## src/rtl/fp_norm_shift.sv

```systemverilog
// fp_norm_shift: two-stage normalization between the LOPD tree and rounding.
// S1 clamps the leading-zero count and picks the shift amount, the adjusted
// exponent and the underflow/zero flags. S2 applies the left barrel shift.
// Both stages use a valid/ready handshake and hold their contents under stall.
// Optional feature: define NORM_FTZ_EN to flush tiny results to zero in S2
// instead of producing gradual-underflow (subnormal) results.
module fp_norm_shift #(
   parameter int WIDTH = 24,
   parameter int EXP_W = 8,
   parameter int POS_W = $clog2(WIDTH)
) (
   input  logic             i_clk,
   input  logic             i_rst,
   input  logic             i_valid,
   output logic             o_ready,
   input  logic [WIDTH-1:0] i_mant,
   input  logic [EXP_W-1:0] i_exp,
   input  logic [POS_W-1:0] i_lopd_pos,
   input  logic             i_zero_flag,
   output logic             o_valid,
   input  logic             i_ready,
   output logic [WIDTH-1:0] o_mant,
   output logic [EXP_W-1:0] o_exp,
   output logic             o_underflow,
   output logic             o_zero
);

   localparam logic [POS_W-1:0] LZC_MAX = POS_W'(WIDTH - 1);

   // Logarithmic left shifter: stage k moves the word by 2**k when sh[k] is set.
   function automatic logic [WIDTH-1:0] barrel_shl(input logic [WIDTH-1:0] din,
                                                   input logic [POS_W-1:0] sh);
      logic [WIDTH-1:0] stage;
      stage = din;
      for (int k = 0; k < POS_W; k++) begin
         if (sh[k]) begin
            stage = stage << (32'd1 << k);
         end else begin
            stage = stage;
         end
      end
      return stage;
   endfunction

   // Stage 1 state
   logic             s1_valid_r;
   logic [WIDTH-1:0] s1_mant_r;
   logic [POS_W-1:0] s1_shift_r;
   logic [EXP_W-1:0] s1_exp_r;
   logic             s1_uf_r;
   logic             s1_zero_r;

   // Stage 2 state (drives the outputs directly)
   logic             s2_valid_r;
   logic [WIDTH-1:0] s2_mant_r;
   logic [EXP_W-1:0] s2_exp_r;
   logic             s2_uf_r;
   logic             s2_zero_r;

   // Combinational helpers
   logic             s2_adv_s;
   logic             s1_adv_s;
   logic [POS_W-1:0] lzc_s;
   logic [EXP_W:0]   diff_s;
   logic             diff_pos_s;
   logic [POS_W-1:0] shift_s;
   logic [EXP_W-1:0] nexp_s;
   logic             uf_s;
   logic             zero_s;
   logic [WIDTH-1:0] s2_mant_nx_s;
   logic [EXP_W-1:0] s2_exp_nx_s;
   logic             s2_uf_nx_s;
   logic             s2_zero_nx_s;

   // Pipeline advance: a stage may load when it is empty or its successor moves.
   always_comb begin
      s2_adv_s = !s2_valid_r || i_ready;
      s1_adv_s = !s1_valid_r || s2_adv_s;
   end

   assign o_ready = s1_adv_s;

   // Stage-1 decode: clamp the count, then choose shift/exponent/flags.
   always_comb begin
      lzc_s      = (i_lopd_pos > LZC_MAX) ? LZC_MAX : i_lopd_pos;
      diff_s     = {1'b0, i_exp} - {{(EXP_W + 1 - POS_W){1'b0}}, lzc_s};
      diff_pos_s = !diff_s[EXP_W] && (diff_s != {(EXP_W + 1){1'b0}});
      shift_s    = {POS_W{1'b0}};
      nexp_s     = {EXP_W{1'b0}};
      uf_s       = 1'b0;
      zero_s     = 1'b0;
      if (i_zero_flag) begin
         zero_s = 1'b1;
      end else if (diff_pos_s) begin
         shift_s = lzc_s;
         nexp_s  = diff_s[EXP_W-1:0];
      end else if (i_exp != {EXP_W{1'b0}}) begin
         // Here i_exp <= lzc < WIDTH, so its low bits hold the whole value.
         shift_s = i_exp[POS_W-1:0] - {{(POS_W - 1){1'b0}}, 1'b1};
         uf_s    = 1'b1;
      end else begin
         uf_s = 1'b1;
      end
   end

   // Stage-1 register: capture the decoded beat whenever S1 may advance.
   always_ff @(posedge i_clk or posedge i_rst) begin
      if (i_rst) begin
         s1_valid_r <= 1'b0;
         s1_mant_r  <= {WIDTH{1'b0}};
         s1_shift_r <= {POS_W{1'b0}};
         s1_exp_r   <= {EXP_W{1'b0}};
         s1_uf_r    <= 1'b0;
         s1_zero_r  <= 1'b0;
      end else if (s1_adv_s) begin
         s1_valid_r <= i_valid;
         if (i_valid) begin
            s1_mant_r  <= i_mant;
            s1_shift_r <= shift_s;
            s1_exp_r   <= nexp_s;
            s1_uf_r    <= uf_s;
            s1_zero_r  <= zero_s;
         end
      end
   end

   // Stage-2 datapath: normalize the mantissa, optionally flushing tiny results.
   always_comb begin
      s2_mant_nx_s = barrel_shl(s1_mant_r, s1_shift_r);
      s2_exp_nx_s  = s1_exp_r;
      s2_uf_nx_s   = s1_uf_r;
      s2_zero_nx_s = s1_zero_r;
`ifdef NORM_FTZ_EN
      if (s1_uf_r) begin
         s2_mant_nx_s = {WIDTH{1'b0}};
         s2_exp_nx_s  = {EXP_W{1'b0}};
         s2_zero_nx_s = 1'b1;
      end else begin
         s2_zero_nx_s = s1_zero_r;
      end
`endif
   end

   // Stage-2 register: output beat, held unchanged while downstream stalls.
   always_ff @(posedge i_clk or posedge i_rst) begin
      if (i_rst) begin
         s2_valid_r <= 1'b0;
         s2_mant_r  <= {WIDTH{1'b0}};
         s2_exp_r   <= {EXP_W{1'b0}};
         s2_uf_r    <= 1'b0;
         s2_zero_r  <= 1'b0;
      end else if (s2_adv_s) begin
         s2_valid_r <= s1_valid_r;
         if (s1_valid_r) begin
            s2_mant_r <= s2_mant_nx_s;
            s2_exp_r  <= s2_exp_nx_s;
            s2_uf_r   <= s2_uf_nx_s;
            s2_zero_r <= s2_zero_nx_s;
         end
      end
   end

   assign o_valid     = s2_valid_r;
   assign o_mant      = s2_mant_r;
   assign o_exp       = s2_exp_r;
   assign o_underflow = s2_uf_r;
   assign o_zero      = s2_zero_r;

endmodule

```

## config.mk

```make
export PLATFORM = sky130hd
export DESIGN_NAME = fp_norm_shift
export DESIGN_NICKNAME = d
export VERILOG_FILES = /design/src/rtl/fp_norm_shift.sv
export SDC_FILE = /design/constraint.sdc
export NUM_CORES = 1
export LEC_CHECK = 0
export BUFFER_PORTS_ARGS = -buffer_cell sky130_fd_sc_hd__buf_4
export CORE_UTILIZATION = 52
export CTS_BUF_LIST = sky130_fd_sc_hd__clkbuf_8
export DETAILED_ROUTE_END_ITERATION = 16
export HOLD_SLACK_MARGIN = 0.02
export PLACE_DENSITY = 0.82
export SLEW_MARGIN = 30
export SYNTH_ARGS = -nofsm -noshare
export SYNTH_HDL_FRONTEND = slang
export SYNTH_SLANG_ARGS = --single-unit
```

## constraint.sdc

```tcl
create_clock -name i_clk -period 2.25 [get_ports i_clk]
set_input_delay 0.225 -clock i_clk [delete_from_list [all_inputs] [get_ports i_clk]]
set_output_delay 0.225 -clock i_clk [all_outputs]
set_load 0.02 [all_outputs]
```

==> flow_summary_export.csv, run 1 <==
group,metric,value,unit
final_layout,fillers,567,
clocking,cts-buffers-inserted,9,
grt,gr-total-overflow,0,
timing,skew,6.01,ps
synthesis,synth_cell_type_count,46,
timing,rsz0062_at_grt,"yes",
place,hpwl,7560,um
floorplanning,fp-row-count,32,
grt,grt_pass1_wl,17500,um
floorplanning,fp.dieH,92.0,um
power,p_switching,0.00172,W
synthesis,synth_ff_type,"dfrtp_1",
synthesis,yosys.area.top_type,"dfrtp_1",
power,p_leak,2.51,nW
timing,relSlewSlack,37.9,%
synthesis,ys_warn_count,0,
clocking,clk_pin_slew,70,ps
power,powerDensity,890,mW/mm^2
timing,hold-worst-slack,80.4,ps
worst_setup_path,end_kind,"register",
place,place_area,0.00521,mm^2
routing,wl_per_cell,18.4,um
synthesis,synth.top_cells.by_count,"dfrtp_1 (75), nand2_1 (40), mux2_1 (28)",
routing,drt_iter0_markers,249,
clocking,clkLatencyLatePin,340,ps
timing,slew_violations,0,
grt,antenna_found_initial,0,
routing,drc,0,
timing,tightest_slew,932,ps
synthesis,synth.most_common_cell,"dfrtp_1",
timing,timing.final.crit_share,116,%
final_layout,fin_area,0.00560,mm^2
floorplanning,coreArea,0.00777,mm^2
final_layout,antennaDiodeCount,0,
worst_setup_path,start_kind,"input pin",
floorplanning,initial_core_util,54.2,%
worst_setup_path,required,2460,ps
timing,period_minus_slack,2610,ps
floorplanning,die_width,92.0,um
clocking,cts_root_buffer,"clkbuf_8",
synthesis,synth-edff-count,0,
worst_setup_path,path_max_fanout,5,
routing,vias,3547,
power,internal_power,0.00326,W
grt,grt_pass1_vias,3510,
worst_setup_path,cp.arrival,2820,ps
clocking,cts_buffer_depth,2,
grt,grt_max_degree,76,
timing,hold_viol,0,
timing,setup_viol,6,
floorplanning,ios,78,
power,p_clk_share,24.2,%
final_layout,drive_above_1_share,38.2,%
run_status,outcome,"finished, violations left",
clocking,clock_sinks,75,
synthesis,syn_area,0.00421,mm^2
final_layout,nets,544,
final_layout,syn_to_final_growth,33.0,%
power,ir_drop,0.474,mV
synthesis,synth_top_area_share,44.6,%
synthesis,ys_seq_area_share,44.6,%
run_status,violations,"negative setup slack",
hold_path,hp-class,"input pin to register",
grt,track_usage,26.9,%
routing,ant_nets,0,
clocking,cts_tree,"built",
worst_setup_path,worstSetupPathType,"input pin to register",
place,gp_congestion,0.917,
power,pwr-share-seq,37.6,%
power,switching_share,34.5,%
power,comb_power_share,38.2,%
place,place_ws,-554,ps
synthesis,syn_inst,381,
synthesis,synthTopCellsByArea,"dfrtp_1 (45%), mux2_1 (7.5%), mux2i_1 (6.4%)",
synthesis,synth-seq-cells,75,
floorplanning,die_area,0.00846,mm^2
place,portBuffers,77,
clocking,cts_max_level,3,
timing,clock.fmax,0.383,GHz
flow_run,cap_violations,0,
final_layout,fin_util,72.1,%
routing,drtPass1Iterations,5,
routing,vias_per_cell,5.92,
routing,routed_wl,11000,um
synthesis,synth-async-reset-ratio,100,%
synthesis,syn_area_per_cell,11.1,um^2
timing,setup_ws,-359,ps
synthesis,synth_nets,431,
==> power by group through the flow <==
| stage | clock, W | sequential, W | combinational, W |
|---|---|---|---|
| 3_3_place_gp | 0 | 0.00187 | 0.00178 |
| 3_5_place_dp | 0 | 0.00189 | 0.00182 |
| 5_1_grt | 0.00129 | 0.00191 | 0.00204 |
| 2_1_floorplan | 0 | 0.00202 | 0.000951 |
| 4_1_cts | 0.00122 | 0.00187 | 0.00187 |
| 6_report | 0.00120 | 0.00187 | 0.00190 |
==> stage by stage <==
| stage | std cells | power, W | setup TNS (ps) |
|---|---|---|---|
| global route | 599 | 0.00524 | -1420 |
| detailed placement | 578 | 0.00371 | -3730 |
| CTS | 597 | 0.00496 | -419 |
| finish | 599 | 0.00498 | -1120 |
| global placement | 578 | 0.00365 | -2300 |
| floorplan | 381 | 0.00298 | -1330 |
==> cell usage in the layout, fill, tap and decap left out, types with 6 or more instances in the layout <==
master / netlist / final
a22o_1: 14 / 14
inv_1: 11 / 9
o21ai_1: 21 / 20
dfrtp_1: 75 / 74
a21oi_1: 17 / 15
mux4_2: 12 / 12
mux2_2: 10 / 10
nand2_1: 40 / 38
clkbuf_8: 0 / 9
nand2b_1: 8 / 7
buf_4: 0 / 116
a211oi_1: 8 / 7
mux2_1: 28 / 28
o22a_1: 6 / 6
mux2i_1: 27 / 26
nor2_1: 19 / 17
==> worst max-delay path, cell delays in order <==
cell	delay, ps
buf_8	110
a21oi_4	160
inv_2	70
ha_4	160
fa_2	370
nand2b_4	190
a211oi_4	300
buf_4	170
o31a_1	170
nor3_2	70
a21oi_2	230
buf_4	170
mux2i_2	290
o31ai_1	150
==> metal layers <==
| layer | track usage [%] | vias up | share of wire, % |
|---|---|---|---|
| li1 | - | 1624 | - |
| met1 | 35.3 | 1743 | 42 |
| met2 | 45.0 | 152 | 50 |
| met3 | 4.64 | 28 | 5.1 |
| met4 | 9.11 | 0 | 2.7 |
| met5 | 0 | - | 0 |
==> registers in the layout, summed over array words and instances (netlist names) <==
register / flops
o_exp: 8
o_mant: 24
o_underflow: 1
o_valid: 1
o_zero: 1
s1_exp_r: 8
s1_mant_r: 24
s1_shift_r: 5
s1_uf_r: 1
s1_valid_r: 1
s1_zero_r: 1
==> final timing paths <==
kind | startpoint | end | slack, ps | cells after the start
setup / recovery | i_lopd_pos[4] | s1_shift_r[4] | -360 | 14
hold / removal | i_valid | s1_valid_r | 80 | 2
setup reg to reg | s1_shift_r[0] | o_mant[9] | 110 | 5
hold reg to reg | s1_zero_r | o_zero | 480 | 1
max in group asynchronous | i_rst | s1_shift_r[0] | 1400 | 4
min in group asynchronous | i_rst | o_mant[22] | 520 | 4
==> layout make-up <==
| class | instances | area [um^2] | area share (%) |
|---|---|---|---|
| tap | 102 | 128 | 2.28 |
| sequential | 75 | 1880 | 33.5 |
| clock inverter | 5 | 104 | 1.86 |
| timing repair buffer | 124 | 990 | 17.7 |
| inverter | 13 | 48.8 | 0.872 |
| clock buffer | 9 | 124 | 2.21 |
| multi-input combinational | 271 | 2330 | 41.6 |
==> logic make-up after synthesis <==
logic type,synth area share [%]
AOI/OAI and AO/OA,14.5
adders and majority gates,2.56
buffers and inverters,3.24
muxes,23.0
xor gates and xnor gates,1.46
and+or+nand+nor,10.7
DFF,44.6
==> what timing repair did <==
| item | in CTS | in global routing |
|---|---|---|
| setup buffers | 4 | 3 |
| pin swaps | 6 | 3 |
| setup endpoints to repair | 6 | 12 |
| hold buffers | 1 | 0 |
| hold endpoints to repair | 75 | 0 |
| cloned | 0 | 0 |
| gates resized for setup | 15 | 10 |
Note: power is estimated with default switching activity, not from simulation.
==> inputs of run 2 (changes only) <==
--- a/config.mk
+++ b/config.mk
@@ -6,6 +6,7 @@
 export NUM_CORES = 1
 export LEC_CHECK = 0
 export BUFFER_PORTS_ARGS = -buffer_cell sky130_fd_sc_hd__buf_4
+export CORE_ASPECT_RATIO = 0.5
 export CORE_UTILIZATION = 52
 export CTS_BUF_LIST = sky130_fd_sc_hd__clkbuf_8
 export DETAILED_ROUTE_END_ITERATION = 16
==> flow_summary_export.csv, run 2 (same netlist as run 1, synthesis figures left out) <==
group,metric,value,unit
run_status,outcome,"finished, violations left",
run_status,violations,"negative setup slack",
final_layout,nets,534,
clocking,cts_tree,"built",
final_layout,drive_above_1_share,35.2,%
hold_path,hp-class,"input pin to register",
worst_setup_path,timing.rr.end,"o_mant[19]",
timing,rsz0062_at_grt,"yes",
worst_setup_path,path_max_fanout,5,
final_layout,final_cell_mix,"buf_4 (107), dfrtp_1 (75), nand2_1 (40), mux2_1 (28), mux2i_1 (27)",
worst_setup_path,worstSetupEndpoint,"s1_shift_r[1]",
final_layout,final-seq-area,0.00188,mm^2
power,p_switching,0.00166,W
timing,clock.fmax,0.435,GHz
worst_setup_path,cp_slowest_cell,"or4_4",
place,gp_congestion,0.857,
worst_setup_path,critical_path_buf_inv_count,3,
routing,routed_wl,9840,um
power,switching_share,34.6,%
clocking,clkLatencyLatePin,360,ps
floorplanning,coreArea,0.00757,mm^2
worst_setup_path,rr_startpoint,"s1_shift_r[0]",
worst_setup_path,cp.arrival,2560,ps
routing,drc,0,
floorplanning,die_area,0.00848,mm^2
clocking,cts_max_level,3,
timing,slew_violations,0,
floorplanning,ios,78,
grt,grt_pass1_vias,3334,
grt,grt_pass1_wl,16400,um
timing,setup_ws,-49.6,ps
grt,gr-total-overflow,0,
routing,vias,3424,
worst_setup_path,rrSetupSlack,210,ps
place,place_area,0.00518,mm^2
floorplanning,die_width,129,um
grt,antenna_found_initial,0,
final_layout,syn_to_final_growth,29.9,%
clocking,cts-buffers-inserted,9,
clocking,cts_root_buffer,"clkbuf_8",
floorplanning,initial_core_util,55.6,%
clocking,clk_pin_slew,70,ps
place,hpwl,7130,um
timing,relSlewSlack,39.7,%
timing,timing.final.crit_share,102,%
routing,wl_per_cell,16.5,um
grt,grt_max_degree,76,
routing,vias_per_cell,5.74,
flow_run,cap_violations,0,
timing,tightest_slew,904,ps
worst_setup_path,r2r_cells,8,
power,p_total,0.00480,W
timing,setup_viol,1,
worst_setup_path,critPathMaxStageDelay,540,ps
timing,skew,8.25,ps
floorplanning,fp.dieH,65.6,um
clocking,cts_buffer_depth,2,
routing,drt_iter0_markers,294,
final_layout,fin_area,0.00547,mm^2
final_layout,fillers,563,
timing,hold_viol,0,
worst_setup_path,critical_path_cell_count,12,
worst_setup_path,start_kind,"input pin",
worst_setup_path,crit_chain,"buf_8, inv_1, nand2_1, ha_1, nor2_2, a211oi_4, buf_4, o31a_1, nor3_2, a21oi_2, or4_4, o221ai_2",
routing,ant_nets,0,
timing,hold-worst-slack,71.8,ps
power,powerDensity,877,mW/mm^2
final_layout,multi_input_area,0.00228,mm^2
place,portBuffers,77,
worst_setup_path,crit_family,"simple AND/OR/NAND/NOR gates",
clocking,clock_sinks,75,
final_layout,antennaDiodeCount,0,
timing,setup_tns,-49.6,ps
worst_setup_path,cp-startpoint,"i_lopd_pos[4]",
power,p_leak,2.46,nW
floorplanning,fp-row-count,22,
power,internal_power,0.00314,W
power,ir_drop,0.362,mV
routing,drtPass1Iterations,5,
grt,track_usage,25.9,%
power,p_clk_share,22.9,%
final_layout,layout_commonest_cell,"buf_4",
place,place_ws,-524,ps
power,comb_power_share,38.5,%
worst_setup_path,required,2510,ps
timing,period_minus_slack,2300,ps
power,pwr-share-seq,38.6,%
worst_setup_path,end_kind,"register",
worst_setup_path,worstSetupPathType,"input pin to register",
==> run 2: timing repair <==
item / in CTS / in global routing
hold buffers: 1 / 0
hold endpoints to repair: 75 / 0
pin swaps: 8 / 4
buffers inserted: 2 / 1
gates resized for setup: 8 / 4
setup endpoints to repair: 4 / 6
==> run 2: final cells by class <==
cell class	instances	share of cell area, %
clock buffers	13	3.27
clock inverters	2	0.618
inverters	13	0.892
multi-input cells	271	41.6
flip-flops and latches	75	34.3
well taps	108	2.47
repair buffers	114	16.8
==> run 2: layer usage <==
metal | track usage [%] | vias up | wire length (um)
met4 | 7.94 | 0 | 129
met3 | 7.41 | 16 | 618
met1 | 33.6 | 1682 | 4380
met2 | 42.5 | 116 | 4710
met5 | 0 | - | 0
li1 | - | 1610 | -
==> run 2: worst min path at each step <==
stage,from,endpoint,cells past startpoint
CTS,i_valid,s1_valid_r,2
floorplan,i_zero_flag,s1_shift_r[4],1
finish,i_valid,s1_valid_r,2
global route,i_valid,s1_valid_r,2
global placement,i_rst,o_exp[0],3
detailed placement,i_rst,o_exp[0],3
==> run 2: power by group through the flow <==
stage          combinational [W]  clock (W)  sequential [W]
2_1_floorplan           0.000951          0         0.00202
3_3_place_gp             0.00177          0         0.00186
3_5_place_dp             0.00180          0         0.00187
4_1_cts                  0.00184    0.00111         0.00185
5_1_grt                  0.00200    0.00116         0.00189
6_report                 0.00185    0.00110         0.00185
==> run 2: through the flow <==
stage | util (%) | instances
2_1_floorplan | - | 381
3_3_place_gp | 68.5 | 578
3_5_place_dp | 68.5 | 578
4_1_cts | 72.0 | 596
5_1_grt | 72.3 | 596
6_report | 72.3 | 596
==> inputs of run 3 (changes only) <==
--- a/config.mk
+++ b/config.mk
@@ -6,12 +6,15 @@
 export NUM_CORES = 1
 export LEC_CHECK = 0
 export BUFFER_PORTS_ARGS = -buffer_cell sky130_fd_sc_hd__buf_4
+export CELL_PAD_IN_SITES_DETAIL_PLACEMENT = 1
+export CELL_PAD_IN_SITES_GLOBAL_PLACEMENT = 2
 export CORE_ASPECT_RATIO = 0.5
-export CORE_UTILIZATION = 52
+export CORE_UTILIZATION = 34
 export CTS_BUF_LIST = sky130_fd_sc_hd__clkbuf_8
 export DETAILED_ROUTE_END_ITERATION = 16
 export HOLD_SLACK_MARGIN = 0.02
-export PLACE_DENSITY = 0.82
+export PLACE_DENSITY = 0.83
+export SETUP_SLACK_MARGIN = 0.2
 export SLEW_MARGIN = 30
 export SYNTH_ARGS = -nofsm -noshare
 export SYNTH_HDL_FRONTEND = slang
==> flow_summary_export.csv, run 3 (same netlist as run 1, synthesis figures left out) <==
group,metric,value,unit
power,powerDensity,828,mW/mm^2
place,place_ws,-518,ps
power,ir_drop,0.292,mV
clocking,cts_tree,"built",
clocking,cts_buffer_depth,2,
final_layout,syn_to_final_growth,37.7,%
timing,slew_violations,0,
timing,skew,15.4,ps
clocking,clock_sinks,75,
clocking,clkLatencyLatePin,360,ps
timing,setup_tns,-404,ps
clocking,cts_max_level,3,
final_layout,layout_commonest_cell,"buf_4",
clocking,cts_root_buffer,"clkbuf_8",
timing,hold_viol,0,
floorplanning,initial_core_util,35.2,%
worst_setup_path,worstSetupPathType,"input pin to register",
timing,period_minus_slack,2370,ps
worst_setup_path,start_kind,"input pin",
grt,gr-total-overflow,0,
floorplanning,die_area,0.0129,mm^2
routing,drtPass1Iterations,4,
grt,track_usage,19.2,%
timing,setup_viol,6,
timing,timing.final.crit_share,105,%
power,p_leak,2.54,nW
worst_setup_path,path_max_fanout,5,
routing,vias_per_cell,5.08,
floorplanning,fp-row-count,28,
timing,tightest_slew,796,ps
run_status,outcome,"finished, violations left",
routing,routed_wl,11800,um
worst_setup_path,rr_startpoint,"s1_shift_r[0]",
floorplanning,die_width,159,um
worst_setup_path,cp.arrival,2620,ps
final_layout,drive_above_1_share,40.9,%
timing,clock.fmax,0.422,GHz
routing,drt_iter0_markers,137,
place,gp_congestion,0.779,
grt,grt_max_degree,34,
floorplanning,fp.dieH,80.7,um
worst_setup_path,rrSetupSlack,310,ps
hold_path,min_path_cells,2,
routing,drc,0,
worst_setup_path,end_kind,"register",
final_layout,fin_util,48.5,%
final_layout,antennaDiodeCount,0,
final_layout,nets,553,
grt,antenna_found_initial,0,
floorplanning,ios,78,
routing,wl_per_cell,17.6,um
timing,rsz0062_at_grt,"yes",
place,portBuffers,77,
timing,setup_ws,-122,ps
clocking,clk_pin_slew,80,ps
clocking,cts-buffers-inserted,9,
timing,relSlewSlack,47.0,%
run_status,violations,"negative setup slack",
power,p_total,0.00480,W
routing,vias,3418,
worst_setup_path,required,2500,ps
final_layout,final_cell_mix,"buf_4 (118), dfrtp_1 (74), nand2_1 (39), mux2_1 (28), mux2i_1 (23)",
grt,grt_pass1_vias,3693,
routing,ant_nets,0,
grt,grt_pass1_wl,19000,um
worst_setup_path,timing.rr.end,"o_mant[13]",
hold_path,min_to,"s1_valid_r",
flow_run,cap_violations,0,
hold_path,hp-class,"input pin to register",
worst_setup_path,r2r_cells,5,
place,hpwl,8400,um
hold_path,min-delay-start,"i_valid",
floorplanning,coreArea,0.0119,mm^2
==> run 3: worst max path at each step <==
stage	from	endpoint	slack (ps)	cells after the start
floorplan	i_lopd_pos[4]	s1_shift_r[0]	-270	11
global placement	i_lopd_pos[4]	s1_shift_r[1]	-470	12
detailed placement	i_lopd_pos[4]	s1_shift_r[0]	-520	12
CTS	i_lopd_pos[4]	s1_shift_r[1]	-10	11
global route	i_lopd_pos[4]	s1_shift_r[4]	-180	15
finish	i_lopd_pos[4]	s1_shift_r[4]	-120	15
==> run 3: worst max-delay path, cell delays in order <==
cell,delay [ps]
buf_8,110
a21oi_4,160
inv_2,70
ha_4,160
fa_2,350
nand2b_4,170
a211oi_4,280
buf_4,180
o31a_1,180
nor3_2,90
a21oi_2,160
buf_4,130
buf_6,90
mux2i_2,190
o31ai_1,90
==> run 3: layer usage <==
metal | wire, um | share of wire (%) | track usage [%]
met2 | 5880 | 50 | 34.1
met1 | 5560 | 47 | 24.3
met5 | 0 | 0 | 0
met3 | 297 | 2.5 | 3.72
met4 | 95 | 0.80 | 5.10
==> run 3: per-stage QoR <==
step	std cells	hold slack, ps	cell area [um^2]
global route	673	55.5	5800
CTS	669	45.6	5660
finish	673	58.7	5800
floorplan	381	323	4260
global placement	640	365	5300
detailed placement	640	371	5300
==> run 3: area by class of cell <==
class                           count  area (um^2)
Fill cell                        1298         6150
Multi-Input combinational cell    271         2380
Clock inverter                      6         42.5
Sequential cell                    75         1880
Tap cell                          165          206
Clock buffer                       10          138
Inverter                           13         55.1
Timing Repair Buffer              133         1090
==> run 3: timing repair <==
item	CTS	global route
pin swaps	9	9
endpoints found under the hold margin	27	0
setup endpoints to repair	8	24
setup buffers	12	4
hold buffers	1	0
resized for setup	21	22
==> run 3: where the power goes <==
part / internal [W] / switching, W
sequential: 0.00163 / 0.000223
combinational: 0.000956 / 0.00103
clock: 0.000428 / 0.000533
